==> src/rtl/ip4_spa_pkg.sv <==
// Shared types and sizing for the IP4 SPA op interface.
// Both the issue stage and the SPA take their depth and credit limits from here.
package ip4_spa_pkg;

   localparam int OP_W        = 32;
   localparam int WID_W       = 3;
   localparam int SPA_DEPTH   = 4;
   localparam int SPA_MAX_OUT = 4;

   typedef logic [OP_W-1:0]  op_t;
   typedef logic [WID_W-1:0] wid_t;

   typedef struct packed {
      op_t  op;
      wid_t wid;
   } spa_req_t;

endpackage

==> src/rtl/ip4_rtl_spa_issue_if.sv <==
// Decoder-to-issue and issue-to-SPA handshake bundle.
// The master modport is the surrounding pipeline; slave is the issue stage.
interface ip4_rtl_spa_issue_if;
   import ip4_spa_pkg::*;

   logic dec_vld;
   op_t  dec_op;
   wid_t dec_wid;
   logic dec_rdy;
   logic spa_vld;
   op_t  spa_op;
   wid_t spa_wid;
   logic spa_rdy;
   logic spa_cmt;

   modport master (
      output dec_vld, dec_op, dec_wid, spa_rdy, spa_cmt,
      input  dec_rdy, spa_vld, spa_op, spa_wid
   );

   modport slave (
      input  dec_vld, dec_op, dec_wid, spa_rdy, spa_cmt,
      output dec_rdy, spa_vld, spa_op, spa_wid
   );

endinterface

==> src/rtl/ip4_rtl_spa_fifo.sv <==
// In-order op FIFO for the SPA issue stage. A flush empties it, optionally
// retaining the head entry so a presented op is never withdrawn.
module ip4_rtl_spa_fifo
   import ip4_spa_pkg::*;
#(
   parameter int DEPTH = SPA_DEPTH
) (
   input  logic     clk,
   input  logic     rst_n,
   input  logic     push,
   input  spa_req_t wr_data,
   input  logic     pop,
   input  logic     flush,
   input  logic     flush_keep_head,
   output logic     empty,
   output logic     full,
   output spa_req_t head
);

   localparam int PTR_W = $clog2(DEPTH);
   localparam int CNT_W = PTR_W + 1;

   spa_req_t         mem [DEPTH];
   logic [PTR_W-1:0] wr_ptr;
   logic [PTR_W-1:0] rd_ptr;
   logic [CNT_W-1:0] count;
   logic             do_push;
   logic             do_pop;
   logic             keep;

   assign empty   = (count == '0);
   assign full    = (count == CNT_W'(DEPTH));
   assign do_pop  = pop && !empty;
   assign do_push = push && !full && !flush;
   assign keep    = flush_keep_head && !empty && !do_pop;

   // Control state: pointers wrap modulo DEPTH, count tells full from empty.
   always_ff @(posedge clk) begin
      if (!rst_n) begin
         wr_ptr <= '0;
         rd_ptr <= '0;
         count  <= '0;
      end else if (flush) begin
         rd_ptr <= rd_ptr + PTR_W'(do_pop);
         wr_ptr <= rd_ptr + PTR_W'(do_pop | keep);
         count  <= CNT_W'(keep);
      end else begin
         if (do_push) wr_ptr <= wr_ptr + PTR_W'(1);
         if (do_pop)  rd_ptr <= rd_ptr + PTR_W'(1);
         count <= count + CNT_W'(do_push) - CNT_W'(do_pop);
      end
   end

   always_ff @(posedge clk) begin
      if (do_push) mem[wr_ptr] <= wr_data;
   end

   always_comb begin
      head = '0;
      if (!empty) head = mem[rd_ptr];
   end

endmodule

==> src/rtl/ip4_rtl_spa_issue.sv <==
// SPA issue stage: buffers decoded ops, presents them with valid/ready and
// bounds in-flight ops with a credit counter refilled by SPA commit pulses.
module ip4_rtl_spa_issue
   import ip4_spa_pkg::*;
#(
   parameter  int DEPTH   = SPA_DEPTH,
   parameter  int MAX_OUT = SPA_MAX_OUT,
   localparam int OUT_W   = $clog2(MAX_OUT + 1)
) (
   input  logic                 clk,
   input  logic                 rst_n,
   ip4_rtl_spa_issue_if.slave   bus,
   input  logic                 flush,
   output logic [OUT_W-1:0]     out_cnt,
   output logic                 idle,
   output logic                 err_cmt
);

   logic     empty;
   logic     full;
   logic     held_p0;
   logic     credit_ok;
   logic     do_push;
   logic     issue;
   spa_req_t wr_data;
   spa_req_t head;

   function automatic logic [OUT_W-1:0] credit_next(
      input logic [OUT_W-1:0] cnt,
      input logic             inc,
      input logic             dec
   );
      logic [OUT_W-1:0] r;
      r = cnt;
      if (inc && !dec && cnt != OUT_W'(MAX_OUT))
         r = cnt + OUT_W'(1);
      else if (dec && !inc && cnt != '0)
         r = cnt - OUT_W'(1);
      return r;
   endfunction

   assign wr_data     = '{op: bus.dec_op, wid: bus.dec_wid};
   assign bus.dec_rdy = !full && !flush;
   assign do_push     = bus.dec_vld && bus.dec_rdy;

   // A held op stays presented even at the credit ceiling.
   assign credit_ok   = (out_cnt < OUT_W'(MAX_OUT));
   assign bus.spa_vld = !empty && (credit_ok || held_p0);
   assign bus.spa_op  = head.op;
   assign bus.spa_wid = head.wid;
   assign issue       = bus.spa_vld && bus.spa_rdy;

   assign idle = empty && (out_cnt == '0);

   ip4_rtl_spa_fifo #(
      .DEPTH (DEPTH)
   ) u_fifo (
      .clk             (clk),
      .rst_n           (rst_n),
      .push            (do_push),
      .wr_data         (wr_data),
      .pop             (issue),
      .flush           (flush),
      .flush_keep_head (bus.spa_vld),
      .empty           (empty),
      .full            (full),
      .head            (head)
   );

   // Credit, hold and error state.
   always_ff @(posedge clk) begin
      if (!rst_n) begin
         out_cnt <= '0;
         held_p0 <= 1'b0;
         err_cmt <= 1'b0;
      end else begin
         held_p0 <= bus.spa_vld && !bus.spa_rdy;
         out_cnt <= credit_next(out_cnt, issue, bus.spa_cmt);
         if (bus.spa_cmt && out_cnt == '0) err_cmt <= 1'b1;
      end
   end

endmodule

==> src/flat_wrapper.sv <==
// flat-port wrapper written by rule: the top's interface ports become plain ports
module ip4_rtl_spa_issue_flat import ip4_spa_pkg::*;
#(
   parameter  int DEPTH   = SPA_DEPTH,
   parameter  int MAX_OUT = SPA_MAX_OUT,
   localparam int OUT_W   = $clog2(MAX_OUT + 1)
)
  (clk, rst_n, flush, out_cnt, idle, err_cmt, bus_dec_vld, bus_dec_op, bus_dec_wid, bus_spa_rdy, bus_spa_cmt, bus_dec_rdy, bus_spa_vld, bus_spa_op, bus_spa_wid);
  ip4_rtl_spa_issue_if bus_i ();
  input  logic clk;
  input  logic rst_n;
  input  logic flush;
  output logic [OUT_W-1:0] out_cnt;
  output logic idle;
  output logic err_cmt;
  input wire logic [$bits(bus_i.dec_vld)-1:0] bus_dec_vld;
  input wire logic [$bits(bus_i.dec_op)-1:0] bus_dec_op;
  input wire logic [$bits(bus_i.dec_wid)-1:0] bus_dec_wid;
  input wire logic [$bits(bus_i.spa_rdy)-1:0] bus_spa_rdy;
  input wire logic [$bits(bus_i.spa_cmt)-1:0] bus_spa_cmt;
  output wire logic [$bits(bus_i.dec_rdy)-1:0] bus_dec_rdy;
  output wire logic [$bits(bus_i.spa_vld)-1:0] bus_spa_vld;
  output wire logic [$bits(bus_i.spa_op)-1:0] bus_spa_op;
  output wire logic [$bits(bus_i.spa_wid)-1:0] bus_spa_wid;
  assign bus_i.dec_vld = bus_dec_vld;
  assign bus_i.dec_op = bus_dec_op;
  assign bus_i.dec_wid = bus_dec_wid;
  assign bus_i.spa_rdy = bus_spa_rdy;
  assign bus_i.spa_cmt = bus_spa_cmt;
  assign bus_dec_rdy = bus_i.dec_rdy;
  assign bus_spa_vld = bus_i.spa_vld;
  assign bus_spa_op = bus_i.spa_op;
  assign bus_spa_wid = bus_i.spa_wid;
  ip4_rtl_spa_issue #(.DEPTH(DEPTH), .MAX_OUT(MAX_OUT)) u_core (.clk(clk), .rst_n(rst_n), .bus(bus_i), .flush(flush), .out_cnt(out_cnt), .idle(idle), .err_cmt(err_cmt));
endmodule
==> config.mk <==
export PLATFORM = sky130hd
export DESIGN_NAME = ip4_rtl_spa_issue_flat
export DESIGN_NICKNAME = d
export VERILOG_FILES = /design/src/rtl/ip4_spa_pkg.sv /design/src/rtl/ip4_rtl_spa_issue_if.sv /design/src/rtl/ip4_rtl_spa_fifo.sv /design/src/rtl/ip4_rtl_spa_issue.sv /design/src/flat_wrapper.sv
export SDC_FILE = /design/constraint.sdc
export NUM_CORES = 1
export LEC_CHECK = 0
export BUFFER_PORTS_ARGS = -buffer_cell sky130_fd_sc_hd__buf_2
export CAP_MARGIN = 0
export CORE_UTILIZATION = 45
export DETAILED_ROUTE_END_ITERATION = 10
export PLACE_DENSITY_LB_ADDON = 0.2
export SKIP_LAST_GASP = 1
export SLEW_MARGIN = 15
export SYNTH_ARGS = -nofsm -noshare
export SYNTH_HDL_FRONTEND = slang
export SYNTH_SLANG_ARGS = --single-unit
==> constraint.sdc <==
create_clock -name clk -period 2.27 [get_ports clk]
set_input_delay 0.1135 -clock clk [delete_from_list [all_inputs] [get_ports clk]]
set_output_delay 0.1135 -clock clk [all_outputs]
set_load 0.1 [all_outputs]
## Word-level counts from Yosys, hierarchy flattened

Memory sizes are Yosys's and may differ from the RTL's. A register that Yosys moved wholly into a read port is not among the register bits.
Cells that the tools add are included.

- Memories kept: 1
- Bits in latches: 0
- Output and inout port bits: 42
- Logic and storage cells: 64
- Register bits after elaboration: 12
- ROM bits: 0
- Bits in writable memories: 140

Memories:

| memory | words | bits a word | rd ports | clocked after memory_dff | write ports | line | source |
|---|---|---|---|---|---|---|---|
| u_core.u_fifo.mem | 4 | 35 | 1 | 1 | 1 | ip4_rtl_spa_fifo.sv:23 | `spa_req_t mem [DEPTH];` |

- Reduce and logical (&&, ||, !) cells: 31
- Order comparisons: 1
- Eq/ne operators: 2
- Muxes and demuxes: 12
- Add/sub/neg operators: 8
- Shift operators: 0
- Divide/modulo/power cells: 0
- Multipliers: 0
- Bitwise logic cells: 2

Operator list:

| cell | number |
|---|---|
| 35-bit two-way mux | 1 |
| 1-bit logical AND | 16 |
| 2-bit two-way mux | 6 |
| 1-bit zero test | 7 |
| 3-bit zero test | 2 |
| 3-bit two-way mux | 2 |
| 2-bit nonzero test | 3 |
| 2-bit by 1-bit adder with 2-bit output | 2 |
| 2-bit by 1-bit adder with 2-bit output, second input constant | 2 |
| 3-bit by 1-bit adder with 3-bit output | 1 |
| 3-bit by 1-bit adder with 3-bit output, second input constant | 1 |
| 3-bit == test, second input constant | 1 |
| 3-bit less-than comparator, second input constant | 1 |
| 1-bit two-way mux | 3 |
| 3-bit inequality test, second input constant | 1 |
| 3-bit nonzero test | 1 |
| 3-bit by 1-bit subtractor with 3-bit output | 1 |
| 3-bit by 1-bit subtractor with 3-bit output, second input constant | 1 |
| 2-bit OR reduction | 1 |
| 1-bit logical OR | 1 |
| 1-bit NOT | 1 |
| 1-bit bitwise OR | 1 |

## Logic depth before layout (Yosys ltp)

- Depth after elaboration: 10
- Mapped depth: 10

## Cells and area by module

A second synthesis with hierarchy kept.

- Cell total of the unflattened synthesis: 329
- Area, all modules: 6,281.0 µm²

By module, submodules not included:

| module | instances | cells each | area each (µm²) |
|---|---|---|---|
| ip4_rtl_spa_fifo | 1 | 287 | 5,914.4 |
| ip4_rtl_spa_issue | 1 | 42 | 366.6 |

## Worst setup path before layout

OpenSTA, ideal clock, no wires.

- Path kind: register to register
- Start point: reg u_core.out_cnt[2]
- End point: reg u_core.u_fifo.count[2]
- Stages on the path, launching flop included: 11
- Setup time: 0.121 ns
- Buffers on the path: 0
- Slack: -0.686 ns
- Arrival: 2.835 ns
- Cells stage by stage: dfxtp_1 nor2b_1 or3_4 clkinv_2 ha_1 inv_1 ha_1 fa_1 xnor2_1 xnor2_1 nor3b_1

- Cells in the longest elaborated chain, start to end: 6

RTL lines:

| item | line | source |
|---|---|---|
| start, declared | ip4_rtl_spa_issue.sv:14 | `output logic [OUT_W-1:0] out_cnt,` |
| start signal, assigned | ip4_rtl_spa_issue.sv:78 | `out_cnt <= credit_next(out_cnt, issue, bus.spa_cmt);` |
| 3-bit less-than comparator | ip4_rtl_spa_issue.sv:47 | `assign credit_ok = (out_cnt < OUT_W'(MAX_OUT));` |
| 1-bit logical OR | ip4_rtl_spa_issue.sv:48 | `assign bus.spa_vld = !empty && (credit_ok \|\| held_p0);` |
| 1-bit logical AND | ip4_rtl_spa_issue.sv:48 |  |
| 1-bit logical AND | ip4_rtl_spa_issue.sv:51 | `assign issue = bus.spa_vld && bus.spa_rdy;` |
| 1-bit logical AND | ip4_rtl_spa_fifo.sv:33 | `assign do_pop = pop && !empty;` |
| 3-bit by 1-bit subtractor with 3-bit output | ip4_rtl_spa_fifo.sv:50 | `count <= count + CNT_W'(do_push) - CNT_W'(do_pop);` |
| end signal, assigned | ip4_rtl_spa_fifo.sv:46 | `count <= CNT_W'(keep);` |
| end signal, assigned | ip4_rtl_spa_fifo.sv:50 |  |
| end, declared | ip4_rtl_spa_fifo.sv:26 | `logic [CNT_W-1:0] count;` |

Every way passes these cells.
A chain may end at the register's enable or synchronous reset.

## Worst setup path in the final report

- Start point: reg u_core.u_fifo.count[2]
- End point: reg u_core.u_fifo.count[2]

- Cells in the longest elaborated chain, start to end: 8

RTL lines:

| item | line | source |
|---|---|---|
| 3-bit == test | ip4_rtl_spa_fifo.sv:32 | `assign full = (count == CNT_W'(DEPTH));` |
| 1-bit zero test | ip4_rtl_spa_fifo.sv:34, ip4_rtl_spa_issue.sv:43 |  |
| 1-bit logical AND | ip4_rtl_spa_issue.sv:43 | `assign bus.dec_rdy = !full && !flush;` |
| 1-bit logical AND | ip4_rtl_spa_issue.sv:44 | `assign do_push = bus.dec_vld && bus.dec_rdy;` |
| 1-bit logical AND (2 in series) | ip4_rtl_spa_fifo.sv:34 | `assign do_push = push && !full && !flush;` |
| 3-bit by 1-bit adder with 3-bit output | ip4_rtl_spa_fifo.sv:50 |  |
| 3-bit by 1-bit subtractor with 3-bit output * | ip4_rtl_spa_fifo.sv:50 |  |

Mark *: on every way between the ends. The rest lies on a longest branch, timed or not.

==> results.json <==
{
  "syn-cell-area_mm2": 0.006126,
  "gp_congestion": 0.6776,
  "clk_path_buf_depth": 2,
  "syn_area_per_cell_um2": 19.32,
  "cts_tree": "yes",
  "first_iter_violations": 247,
  "maxSlewViolCount": 0,
  "grt_overflow_total": 0,
  "synth_seq_cells": 154,
  "finalCritPeriodShare_pct": 96.25,
  "reg2reg_to": "u_core.u_fifo.count[2]",
  "cpLargestDelayFamily": "adder cells",
  "drc_errors": 0,
  "syn_nets": 368,
  "finalClockSkew_ns": 0.004659,
  "setup.worst_path.class": "reg -> reg",
  "worst_pin_slew_ns": 0.5105,
  "ir_drop_uv": 1601,
  "core-area_mm2": 0.01324,
  "grt_pass1_vias": 3467,
  "crit_chain": "nor3_4 > or3_4 > inv_4 > ha_1 > inv_1 > ha_2 > fa_2 > xnor2_2 > xnor2_1 > nor3b_1",
  "r2r_start": "u_core.u_fifo.count[2]",
  "finalCriticalPeriod_ns": 2.185,
  "port_buffers": 82,
  "slowest_stage": "or3_4",
  "clkPwrFrac_pct": 31.9,
  "crit_buf_inv": 2,
  "fin_area_mm2": 0.007938,
  "hpwl_um": 6662,
  "endpoint": "u_core.u_fifo.count[2]",
  "final_util_pct": 59.94,
  "layout-drive-gt1-share_pct": 38.69,
  "synthToLayoutAreaGrowth_pct": 29.58,
  "p_int_mw": 5.634,
  "crit_start": "u_core.u_fifo.count[2]",
  "die-area_mm2": 0.01408,
  "worstPathArrival_ns": 2.52,
  "p_per_area_mw_per_mm2": 1072,
  "wl_per_cell_um": 17.21,
  "fmax_mhz": 457.7,
  "status": "complete, no violations",
  "critPathLaunchType": "flop",
  "worstRegToRegCells": 10,
  "num_vias": 3236,
  "antenna_found_initial": 0,
  "cts_root_buf": "clkbuf_16",
  "grt_usage_pct": 17.17,
  "maxCapViolations": 0,
  "viasPerCell": 4.986,
  "r2r_slack_ns": 0.09,
  "cts_max_level": 4,
  "insertion_delay_ns": 0.41,
  "setup_viol": 0,
  "grt_pass1_wl_um": 17710,
  "grt_start_max_net_pins": 31,
  "clock-sinks": 154,
  "slew_headroom_pct": 66.20,
  "die_w_um": 118.7,
  "cts_made_buffers": 17,
  "cp_max_fo": 5,
  "cp-end-kind": "flop",
  "synth_cell_types": 38,
  "n_antenna_cell": 0,
  "dr.pass1.iters": 4,
  "die_height_um": 118.7,
  "ant_nets": 0,
  "placed_area_mm2": 0.006897,
  "sw_frac_of_total_pct": 33.77,
  "path_clk_slew_ns": 0.06,
  "combPwrFrac_pct": 28.9,
  "whs_path_depth": 3,
  "yosysWarningCount": 0,
  "required_ns": 2.60,
  "sequentialPowerShare_pct": 39.2,
  "num_rows": 42,
  "hold_path_class": "in -> reg",
  "rsz0062_at_grt": "true",
  "ys_seq_area_share_pct": 73.20,
  "finalHoldViolCount": 0,
  "syn_inst": 317,
  "num-nets-final": 511,
  "p_leak_nw": 2.887,
  "initial_core_util_pct": 46.26,
  "p_sw_mw": 2.873,
  "critical_path_depth": 10,
  "wl_um": 11170,
  "critPathMaxStageDelay_ns": 0.42,
  "ios": 83
}
cell usage in the layout (no fill, tap or decap), types with 2 or more instances in the layout:
master,synthesis,final
a21boi_0,2,2
a21oi_1,4,3
a22oi_1,2,2
and2_1,40,36
and2_2,1,5
buf_12,0,7
buf_2,1,81
buf_4,3,12
bufinv_16,0,3
clkbuf_1,5,4
clkbuf_16,0,18
clkinv_1,0,4
clkinv_2,1,3
dfxtp_1,14,7
dfxtp_2,0,4
dfxtp_4,0,3
dlygate4sd3_1,0,36
edfxtp_1,140,140
ha_1,8,7
inv_1,8,8
mux2i_1,4,4
mux4_2,35,35
nand2_1,8,8
nand2b_1,4,4
nor2_1,4,4
nor2b_1,3,2
nor3_1,2,2
nor3b_1,3,3
o21ai_0,3,3
or3_4,1,2
xnor2_1,3,2
worst reg2reg max path, delay by kind of cell, from the launching register on:
kind | cells | cell delay, ns
buffers and inverters | 2 | 0.12
flip-flops | 1 | 0.40
adder cells (fa/ha/maj) | 3 | 0.67
XOR/XNOR | 2 | 0.26
AND/OR/NAND/NOR | 3 | 0.65
layout make-up:
cell class,instances,area [µm²]
Fill cell,1011,5305
Multi-Input combinational cell,140,1584
Tap cell,176,220.2
Timing Repair Buffer,138,1028
Inverter,9,36.28
Clock buffer,21,440.4
Sequential cell,154,4501
Clock inverter,11,127.6
timing repair:
| item | in CTS | in global routing |
|---|---|---|
| endpoints found under the setup margin | 19 | 31 |
| pin swaps | 0 | 4 |
| gates resized for setup | 1 | 12 |
| hold endpoints to repair | 141 | 0 |
| hold buffers | 36 | 0 |
| buffers inserted | 0 | 6 |
| gates cloned | 0 | 1 |
synthesized netlist by cell type:
cell	n	share of area, %
a21boi_0	2	0.25
a21oi_1	4	0.33
a22oi_1	2	0.25
a2bb2oi_1	1	0.14
and2_1	40	4.1
and2_2	1	0.12
and3b_1	1	0.14
buf_1	3	0.18
buf_2	1	0.082
buf_4	3	0.37
clkbuf_1	5	0.31
clkbuf_2	2	0.16
clkinv_2	1	0.082
dfxtp_1	14	4.6
edfxtp_1	140	69
fa_1	2	0.65
ha_1	8	1.6
inv_1	8	0.49
mux2i_1	4	0.65
mux4_2	35	13
nand2_1	8	0.49
nand2b_1	4	0.41
nand3b_1	1	0.12
nor2_1	4	0.25
nor2b_1	3	0.31
nor3_1	2	0.16
nor3_2	1	0.16
nor3b_1	3	0.37
nor4_1	1	0.10
nor4b_1	1	0.14
o21ai_0	3	0.25
o31ai_1	1	0.12
o32ai_1	1	0.14
or3_1	1	0.10
or3_2	1	0.12
or3_4	1	0.18
xnor2_1	3	0.43
xor2_1	1	0.14
kinds of logic after synthesis:
family	count (synthesis)	synth area share (%)
adders and majority gates	10	2.288
xor gates and xnor gates	4	0.5720
and+or+nand+nor	73	7.271
DFF	154	73.20
muxes	39	13.52
buffers and inverters	23	1.675
AOI/OAI and AO/OA	14	1.470
worst min-delay path by stage:
stage                   startpoint  slack (ns)                        to
floorplan           bus_dec_wid[0]        0.21   u_core.u_fifo.mem[0][0]
global placement    bus_dec_op[22]        0.33  u_core.u_fifo.mem[1][25]
detailed placement  bus_dec_op[15]        0.33  u_core.u_fifo.mem[0][18]
CTS                    bus_spa_cmt        0.01            u_core.err_cmt
global route           bus_spa_cmt        0.05            u_core.err_cmt
finish                 bus_spa_cmt        0.04            u_core.err_cmt
per-layer routing:
metal / vias to the layer above / track usage, % / part of all wire [%]
li1: 1536 / - / -
met1: 1599 / 21.02 / 44
met2: 85 / 27.96 / 51
met3: 16 / 5.309 / 4.1
met4: 0 / 7.753 / 1.5
met5: - / 0 / 0
power by group through the flow:
| stage | clock (mW) | sequential, mW | combinational, mW |
|---|---|---|---|
| after floorplan | 0 | 3.57 | 1.71 |
| after global placement | 0 | 3.38 | 2.34 |
| after detailed placement | 0 | 3.39 | 2.35 |
| after CTS | 2.78 | 3.34 | 2.41 |
| after global routing | 2.90 | 3.34 | 2.59 |
| final | 2.72 | 3.33 | 2.46 |
state kept, by name, summed over array words and instances, names as in the netlist, named ones only:
name                  flops
u_core.held_p0            1
u_core.u_fifo.rd_ptr      2
u_core.out_cnt            3
u_core.u_fifo.count       3
u_core.err_cmt            1
u_core.u_fifo.wr_ptr      2
u_core.u_fifo.mem       140
per-stage QoR:
step,TNS [ns],worst slack (ns),total power [mW],cells,hold WS (ns)
after floorplan,-0.01904,-0.01904,5.280,317,0.2124
after global placement,0,0.1208,5.726,574,0.3257
after detailed placement,0,0.07070,5.743,574,0.3318
after CTS,0,0.006361,8.520,642,0.009864
after global routing,-0.02129,-0.02129,8.834,649,0.04539
final,0,0.08523,8.507,649,0.03767
Note: power is estimated with default switching activity, not from simulation.
